### src/rtl/instr_fetch.sv
// Instruction fetch stage: holds the PC, fetches one word per request over a
// variable-latency req/ack port, and presents the held instruction (or a NOP
// when empty) to the control unit and datapath.
module instr_fetch #(
  parameter logic [31:0] RESET_PC = 32'h0000_0000,
  parameter logic [31:0] NOP_WORD = 32'h0000_0013
) (
  input  logic        clk,
  input  logic        reset,
  output logic        imemReq,
  output logic [31:0] imemAddr,
  input  logic        imemAck,
  input  logic [31:0] imemData,
  input  logic        stall,
  input  logic        pcSrc,
  input  logic [31:0] pcTarget,
  output logic        instrValid,
  output logic [31:0] instr,
  output logic [6:0]  op,
  output logic [2:0]  func3,
  output logic        func7,
  output logic [31:0] pc,
  output logic [31:0] pcPlus4,
  output logic        misalign,
  output logic [31:0] retired
);

  typedef enum logic [1:0] {
    IDLE  = 2'd0,
    FETCH = 2'd1,
    HOLD  = 2'd2
  } state_t;

  state_t      state_q, state_d;
  logic        imem_req_q, imem_req_d;
  logic [31:0] fetch_pc_q, fetch_pc_d;
  logic [31:0] pc_q, pc_d;
  logic [31:0] ir_q, ir_d;
  logic        instr_valid_q, instr_valid_d;
  logic        misalign_q, misalign_d;
  logic [31:0] retired_q, retired_d;
  logic [31:0] pc_plus4;
  logic [31:0] instr_word;

  assign pc_plus4 = pc_q + 32'd4;

  // Next-state logic: sequence IDLE -> FETCH -> HOLD -> FETCH and pick next PC on consume.
  always_comb begin
    state_d       = state_q;
    imem_req_d    = imem_req_q;
    fetch_pc_d    = fetch_pc_q;
    pc_d          = pc_q;
    ir_d          = ir_q;
    instr_valid_d = instr_valid_q;
    misalign_d    = 1'b0;
    retired_d     = retired_q;
    unique case (state_q)
      IDLE: begin
        // Any ack here belongs to a request abandoned by reset and is dropped.
        state_d    = FETCH;
        imem_req_d = 1'b1;
      end
      FETCH: begin
        if (imemAck) begin
          ir_d          = imemData;
          pc_d          = fetch_pc_q;
          instr_valid_d = 1'b1;
          imem_req_d    = 1'b0;
          state_d       = HOLD;
        end
      end
      HOLD: begin
        if (instr_valid_q && !stall) begin
          // Targets are word-aligned by dropping the low bits; flag that it happened.
          fetch_pc_d    = pcSrc ? {pcTarget[31:2], 2'b00} : pc_plus4;
          misalign_d    = pcSrc && (pcTarget[1:0] != 2'b00);
          instr_valid_d = 1'b0;
          retired_d     = retired_q + 32'd1;
          imem_req_d    = 1'b1;
          state_d       = FETCH;
        end
      end
      default: begin
        state_d    = IDLE;
        imem_req_d = 1'b0;
      end
    endcase
  end

  // Control state registers with synchronous reset; reset overrides all inputs.
  always_ff @(posedge clk) begin
    if (reset) begin
      state_q       <= IDLE;
      imem_req_q    <= 1'b0;
      fetch_pc_q    <= RESET_PC;
      pc_q          <= RESET_PC;
      instr_valid_q <= 1'b0;
      misalign_q    <= 1'b0;
      retired_q     <= 32'd0;
    end else begin
      state_q       <= state_d;
      imem_req_q    <= imem_req_d;
      fetch_pc_q    <= fetch_pc_d;
      pc_q          <= pc_d;
      instr_valid_q <= instr_valid_d;
      misalign_q    <= misalign_d;
      retired_q     <= retired_d;
    end
  end

  // Instruction register: data only, masked by instrValid so it needs no reset.
  always_ff @(posedge clk) begin
    ir_q <= ir_d;
  end

  assign instr_word = instr_valid_q ? ir_q : NOP_WORD;

  assign imemReq    = imem_req_q;
  assign imemAddr   = fetch_pc_q;
  assign instrValid = instr_valid_q;
  assign instr      = instr_word;
  assign op         = instr_word[6:0];
  assign func3      = instr_word[14:12];
  assign func7      = instr_word[30];
  assign pc         = pc_q;
  assign pcPlus4    = pc_plus4;
  assign misalign   = misalign_q;
  assign retired    = retired_q;

endmodule

### config.mk
export PLATFORM = sky130hd
export DESIGN_NAME = instr_fetch
export DESIGN_NICKNAME = d
export VERILOG_FILES = /design/src/rtl/instr_fetch.sv
export SDC_FILE = /design/constraint.sdc
export NUM_CORES = 1
export LEC_CHECK = 0
export ABC_AREA = 1
export BUFFER_PORTS_ARGS = -buffer_cell sky130_fd_sc_hd__buf_2
export CORE_MARGIN = 1
export CORE_UTILIZATION = 30
export CTS_BUF_LIST = sky130_fd_sc_hd__clkbuf_8
export DETAILED_ROUTE_END_ITERATION = 8
export GPL_TIMING_DRIVEN = 0
export PLACE_DENSITY = 0.62
export RECOVER_POWER = 100
export SLEW_MARGIN = 30
export SYNTH_ARGS = -nofsm -noshare
export SYNTH_HDL_FRONTEND = slang
export SYNTH_SLANG_ARGS = --single-unit
### constraint.sdc
create_clock -name clk -period 2.71 [get_ports clk]
set_clock_uncertainty 0.15 [all_clocks]
set_input_delay 0.542 -clock clk [delete_from_list [all_inputs] [get_ports clk]]
set_output_delay 0.542 -clock clk [all_outputs]
set_load 0.005 [all_outputs]
==> metrics.md, run 1 <==
| Metric | Value |
|---|---|
| Area of the multi-input gates | `0.003058 mm²` |
| Post-DP Area | `0.008152 mm²` |
| Post-DR wirelength/cell | `15.56 µm` |
| Drt total wl | `22870 µm` |
| CTS tree | `done` |
| # setup viols final | `0` |
| Post-Syn Area | `0.006580 mm²` |
| Max VDD drop | `0.0002689 V` |
| Core area | `0.02129 mm²` |
| Slew headroom | `50.30%` |
| Area grow syn2layout | `31.66%` |
| First-pass GRT wire length | `34430 µm` |
| GRT Overall Usage | `20.47%` |
| CP startpoint kind | `flop` |
| Period minus WS final | `2602 ps` |
| Crit-path max FO | `5` |
| Post-cts hold buffer count | `0` |
| Clk_lat worst skew | `460 ps` |
| Yosys cell types | `34` |
| Worst setup path class | `flop to primary output` |
| Layout cells sized above 1 | `29.37%` |
| CP cell instances | `ha_4 -> nand2_2 -> nor2_4 -> nand2_4 -> nor2_4 -> nand3_2 -> and2_1 -> buf_2` |
| Status | `complete, no violations` |
| Worst path most repeated cell | `nor2_4` |
| Die width | `150.1 µm` |
| Initial Utilization | `30.91%` |
| Worst EP required | `2020 ps` |
| Final net count | `1253` |
| Period utilisation layout | `96.03%` |
| DRT Pass-1 Iters | `7` |
| Final worst slack | `107.5 ps` |
| Seq cells post-synth | `132` |
| Vias in the first global route | `6123` |
| WHS Endpoint | `ir_q[30]` |
| # port buffers | `241` |
| Pwr dens | `511.5 mW/mm²` |
| Pre-CTS setup slack | `228.1 ps` |
| Net Count, Synth | `987` |
| Die footprint | `0.02253 mm²` |
| R2R Setup Slk | `480 ps` |
| Worst Hold Class | `primary input to flop` |
| Slowest cell on crit path | `dfxtp_4` |
| Pin count of the biggest net entering global routing | `28` |
| Dpl hpwl | `17560 µm` |
| Post-route cell area | `0.008663 mm²` |
| Synth warn | `0` |
| Remaining DRCs | `0` |
| Routed vias | `6858` |
| CTS Buf Count | `17` |
| CP arrival | `1910 ps` |
| Die Y | `150.1 µm` |
| Antenna violations before repair | `0` |
| Avg Inst Size Synth | `7.183 µm²` |
| Total grt overflow | `0` |
| Slew of the pin with the lowest slew margin | `745.5 ps` |
| Fillers | `2277` |
| Boundary Pins | `243` |
| Register area | `0.002988 mm²` |
| Vias/cell | `4.665` |
| Seq/Total Area, Yosys | `45.03%` |
| Crit. End Element | `primary output` |
| Row cnt | `53` |
| MaxCap Viol Count | `0` |
| Post-route ant nets | `0` |
| CTS clk-pin slew, worst paths | `90 ps` |
| Hold path depth | `1` |
| Top cell family by delay on the critical path | `simple AND/OR/NAND/NOR gates` |
| Drt first-iter violations | `406` |
| Fmax | `384.2 MHz` |
| Diode count | `0` |
| Fin. Hold Viols | `0` |
| Final hold slack | `102.6 ps` |
| Final GP Congestion | `0.8852` |
| CTS sink cnt | `132` |
| Critical R2R Capture | `ir_q[13]` |
| R2R depth | `4` |
| Worst r2r src | `state_q[0]` |
| Final Slew Violations | `0` |
| Clock tree root buffer cell | `clkbuf_8` |
| H-tree depth | `4` |
| Crit path buf inv count | `1` |
| Max Root-Sink Buffers | `2` |
| Post-Synthesis Cells | `916` |
| Hold Crit Start | `imemData[30]` |
| Pleak | `4.035 nW` |
| Max stage delay on crit path | `380 ps` |
[report_power, final]
| part | switching (mW) | total (mW) | internal (mW) |
|---|---|---|---|
| Combinational | 0.281 | 0.473 | 0.192 |
| Sequential | 0.0684 | 2.16 | 2.09 |
| Clock | 0.881 | 1.80 | 0.918 |
[state kept, by name (all words and copies together), names as in the netlist]
name,cells
state_q,2
pc,32
misalign,1
ir_q,32
retired,32
imemAddr,32
instrValid,1
[worst register-to-register path: cells and delay by family, from the launching register on]
kind          cells  cell delay (ps)
simple gates      1              550
buf+inv           3              830
flops             1              400
[cell usage after synthesis]
cell | n | share of area, %
a31oi_1 | 2 | 0.19
ha_1 | 2 | 0.38
inv_1 | 93 | 5.3
dfxtp_1 | 100 | 30
nand2_1 | 248 | 14
nor3_1 | 6 | 0.46
nor2_4 | 10 | 1.7
xor2_2 | 4 | 0.99
nand3_1 | 38 | 2.9
nor2_1 | 116 | 6.6
nor3b_2 | 1 | 0.19
xor2_1 | 14 | 1.9
edfxtp_1 | 32 | 15
nand4_1 | 4 | 0.38
clkinv_1 | 1 | 0.057
bufbuf_8 | 1 | 0.29
buf_4 | 13 | 1.5
nor3_2 | 1 | 0.15
o21ai_0 | 69 | 5.2
nand2_2 | 6 | 0.57
inv_2 | 3 | 0.17
or2_2 | 3 | 0.29
clkbuf_1 | 26 | 1.5
buf_2 | 5 | 0.38
buf_1 | 1 | 0.057
and2_1 | 6 | 0.57
nor3b_1 | 1 | 0.11
nor4_1 | 1 | 0.095
a21oi_1 | 94 | 7.1
xnor2_1 | 2 | 0.27
o21a_1 | 2 | 0.23
nand3_2 | 1 | 0.15
nand2_4 | 2 | 0.34
nor2_2 | 8 | 0.76
[final cells by class]
type	instances	share of cell area, %
inverter	97	4.203
clock inverter	15	2.080
timing repair buffer	247	14.46
multi-input combinational	641	35.30
tap	275	3.972
clock buffer	17	2.701
buffer	46	2.802
sequential	132	34.49
[timing repair]
item | CTS | global route
resized for setup | 7 | 23
setup endpoints to repair | 11 | 20
buffers inserted | 2 | 3
pin swaps | 3 | 5
[worst max path at each step]
| stage | startpoint | depth (start not counted) | endpoint | slack [ps] |
|---|---|---|---|---|
| CTS | pc[3] | 7 | pcPlus4[14] | 5 |
| global placement | imemAck | 4 | ir_q[16] | -810 |
| finish | pc[2] | 8 | pcPlus4[28] | 110 |
| global route | pc[2] | 9 | pcPlus4[28] | -10 |
| floorplan | imemAck | 3 | ir_q[0] | 270 |
| detailed placement | imemAck | 5 | ir_q[16] | 230 |
[metal layers]
layer	routed length [µm]	part of all wire, %	GRT usage [%]	vias up
met5	0	0	0	-
met4	225	0.98	5.657	0
met3	1680	7.3	3.909	17
met2	10730	47	33.89	272
met1	10240	45	27.09	3125
li1	-	-	-	3444
[cell families after synthesis]
kind of cell,synth area share (%)
fa+ha+maj,0.3802
buf+inv,9.222
simple gates,29.44
compound gates,12.82
flops,45.03
xor+xnor,3.119
[through the flow]
step / instances / setup TNS (ps) / utilization, % / total power, mW
floorplan: 916 / 0 / - / 2.406
global placement: 1432 / -32840 / 38.19 / 2.663
detailed placement: 1433 / 0 / 38.29 / 2.672
CTS: 1467 / 0 / 40.41 / 4.464
global route: 1470 / -19.89 / 40.70 / 4.625
finish: 1470 / 0 / 40.70 / 4.431
[layout by cell type (no fill, tap or decap), drive strengths merged]
| master | instances |
|---|---|
| a21oi | 94 |
| a31oi | 2 |
| and2 | 6 |
| buf | 256 |
| bufbuf | 1 |
| bufinv | 3 |
| clkbuf | 53 |
| clkinv | 6 |
| clkinvlp | 2 |
| dfxtp | 100 |
| edfxtp | 32 |
| ha | 2 |
| inv | 101 |
| nand2 | 256 |
| nand3 | 39 |
| nand4 | 4 |
| nor2 | 134 |
| nor3 | 7 |
| nor3b | 2 |
| nor4 | 1 |
| o21a | 2 |
| o21ai | 69 |
| or2 | 3 |
| xnor2 | 2 |
| xor2 | 18 |
Power figures use the tool's default switching activity.
==> inputs of run 2 (changes only) <==
CORE_UTILIZATION = 51   (was 30)
PLACE_DENSITY = 0.91   (was 0.62)
==> run 2 against run 1 <==
Compared with the run above: via count is 2.6% higher; die area is 41% lower; highest routed layer unchanged; combinational power hardly changed; global-route usage is 11 points higher; critical path type unchanged; register-to-register slack hardly changed; fmax is 1.8% lower; sequential share of layout area is 1.0 points higher; clock power is 22% lower.
==> metrics.md, run 2 (same netlist as run 1, synthesis figures left out) <==
| Metric | Value |
|---|---|
| Dpl hpwl | `15730 µm (was 17560 µm)` |
| Crit. End Element | `primary output (unchanged)` |
| Layout cells sized above 1 | `25.76% (was 29.37%)` |
| Fin. Hold Viols | `0 (unchanged)` |
| Period minus WS final | `2649 ps (was 2602 ps)` |
| Boundary Pins | `243 (unchanged)` |
| CTS clk-pin slew, worst paths | `70 ps (was 90 ps)` |
| Pwr dens | `481.1 mW/mm² (was 511.5 mW/mm²)` |
| MaxCap Viol Count | `0 (unchanged)` |
| Die width | `115.6 µm (was 150.1 µm)` |
| CP cell instances | `nand2_1 -> nor2_4 -> nand2_4 -> nor2_1 -> nand3_1 -> and2_1 -> buf_2 (was ha_4 -> nand2_2 -> nor2_4 -> nand2_4 -> nor2_4 -> nand3_2 -> and2_1 -> buf_2)` |
| Final Slew Violations | `0 (unchanged)` |
| Remaining DRCs | `0 (unchanged)` |
| Crit path buf inv count | `1 (unchanged)` |
| Slowest cell on crit path | `dfxtp_1 (was dfxtp_4)` |
| Crit path to | `pcPlus4[23] (was pcPlus4[28])` |
| Slew of the pin with the lowest slew margin | `697.7 ps (was 745.5 ps)` |
| Final Util | `66.36% (was 40.70%)` |
| Commonest non-fill, non-tap cell in the layout | `nand2_1 (unchanged)` |
| Hold Crit Start | `imemData[3] (was imemData[30])` |
| Post-DR wirelength/cell | `14.99 µm (was 15.56 µm)` |
| R2R depth | `9 (was 4)` |
| Crit-path max FO | `5 (unchanged)` |
| Drt first-iter violations | `473 (was 406)` |
| DRT Pass-1 Iters | `5 (was 7)` |
| Worst r2r src | `instrValid (was state_q[0])` |
| Total grt overflow | `0 (unchanged)` |
| Row cnt | `41 (was 53)` |
| GRT Overall Usage | `31.21% (was 20.47%)` |
| Clock tree root buffer cell | `clkbuf_8 (unchanged)` |
| Worst Hold Class | `primary input to flop (unchanged)` |
| Worst setup path class | `flop to primary output (unchanged)` |
| GR Util met1 | `35.93% (was 27.09%)` |
| Final hold slack | `116.7 ps (was 102.6 ps)` |
| # setup viols final | `0 (unchanged)` |
| Met2 global-route usage | `52.85% (was 33.89%)` |
| CP arrival | `1960 ps (was 1910 ps)` |
| Slew headroom | `53.48% (was 50.30%)` |
| Critical path launch point | `pc[4] (was pc[2])` |
| Max VDD drop | `0.0002811 V (was 0.0002689 V)` |
| Final GP Congestion | `0.9517 (was 0.8852)` |
| Routed vias | `7033 (was 6858)` |
| Status | `complete, no violations (unchanged)` |
| Period utilisation layout | `97.75% (was 96.03%)` |
| Max Root-Sink Buffers | `2 (unchanged)` |
| Die footprint | `0.01336 mm² (was 0.02253 mm²)` |
| CTS Buf Count | `17 (unchanged)` |
| Post-route ant nets | `0 (unchanged)` |
| Antenna violations before repair | `1 (was 0)` |
| Final worst slack | `60.85 ps (was 107.5 ps)` |
| Post-cts hold buffer count | `0 (unchanged)` |
| Met3 usage | `8.421% (was 3.909%)` |
| First-pass GRT wire length | `31660 µm (was 34430 µm)` |
| Fmax | `377.5 MHz (was 384.2 MHz)` |
| CP startpoint kind | `flop (unchanged)` |
| Most frequent cells in the layout | `nand2_1, buf_2, nor2_1 (unchanged)` |
| Crit path depth | `7 (was 8)` |
| Pre-CTS setup slack | `306.8 ps (was 228.1 ps)` |
| Die Y | `115.6 µm (was 150.1 µm)` |
| CTS sink cnt | `132 (unchanged)` |
| RSZ-0062 raised after global routing | `yes` |
| Pin count of the biggest net entering global routing | `29 (was 28)` |
| Vias/cell | `5.149 (was 4.665)` |
| Top cell family by delay on the critical path | `simple AND/OR/NAND/NOR gates (unchanged)` |
| Critical R2R Capture | `retired[30] (was ir_q[13])` |
| Max stage delay on crit path | `440 ps (was 380 ps)` |
| Area grow syn2layout | `27.27% (was 31.66%)` |
| Clk_lat worst skew | `450 ps (was 460 ps)` |
| Initial Utilization | `52.14% (was 30.91%)` |
| # port buffers | `241 (unchanged)` |
| R2R Setup Slk | `490 ps (was 480 ps)` |
| Vias in the first global route | `6491 (was 6123)` |
| Most used routing layer | `met2 (unchanged)` |
| Core area | `0.01262 mm² (was 0.02129 mm²)` |
| Pleak | `3.932 nW (was 4.035 nW)` |
| CTS tree | `done (unchanged)` |
| H-tree depth | `4 (unchanged)` |
| Worst EP required | `2020 ps (about the same)` |
| Final net count | `1250 (was 1253)` |
| Drt total wl | `20480 µm (was 22870 µm)` |
## run 2: metrics by stage
step,instances,cell area [µm²],total power [mW],setup TNS (ps)
6_report,1366,8374,4.029,0
5_1_grt,1364,8369,4.200,-15.34
4_1_cts,1364,8381,4.033,0
3_5_place_dp,1330,8030,2.657,0
3_3_place_gp,1329,8001,2.638,-21850
2_1_floorplan,916,6580,2.406,0
## run 2: per-layer routing
layer  share of wire [%]  routed length (µm)  up-vias
met5                   0                   0        -
li1                    -                   -     3433
met1                  39                7941     3178
met2                  47                9655      366
met4                 4.0                 820        0
met3                  10                2065       56
## run 2: area by class of cell
cell class / count / area, µm²
fillers: 1116 / 4245
multi-input cells: 641 / 3033
flip-flops and latches: 132 / 2974
repair buffers: 244 / 1219
inverters: 97 / 364.1
plain buffers: 46 / 244.0
clock buffers: 17 / 234.0
well taps: 172 / 215.2
clock inverters: 15 / 86.33
diodes: 2 / 5.005
## run 2: worst min-delay path by stage
stage / cells after the start / slack, ps / to
3_3_place_gp: 2 / 320 / imemAddr[1]
4_1_cts: 1 / 100 / ir_q[3]
5_1_grt: 1 / 100 / ir_q[7]
2_1_floorplan: 2 / 320 / pc[31]
3_5_place_dp: 2 / 320 / imemAddr[1]
6_report: 1 / 120 / ir_q[3]
## run 2: report_power, final
group | switching, mW | total [mW] | leakage (nW) | internal, mW
logic | 0.277 | 0.470 | 2.64 | 0.194
registers | 0.0664 | 2.16 | 1.11 | 2.09
clock network | 0.722 | 1.40 | 0.184 | 0.681
total | 1.07 | 4.03 | 3.93 | 2.96
## run 2: timing repair
item                                    CTS  global route
hold endpoints to repair                  0             0
endpoints found under the setup margin   11            11
resized for setup                         5            10
pin swaps                                 2             3
cloned                                    0             0
buffers inserted                          2             0
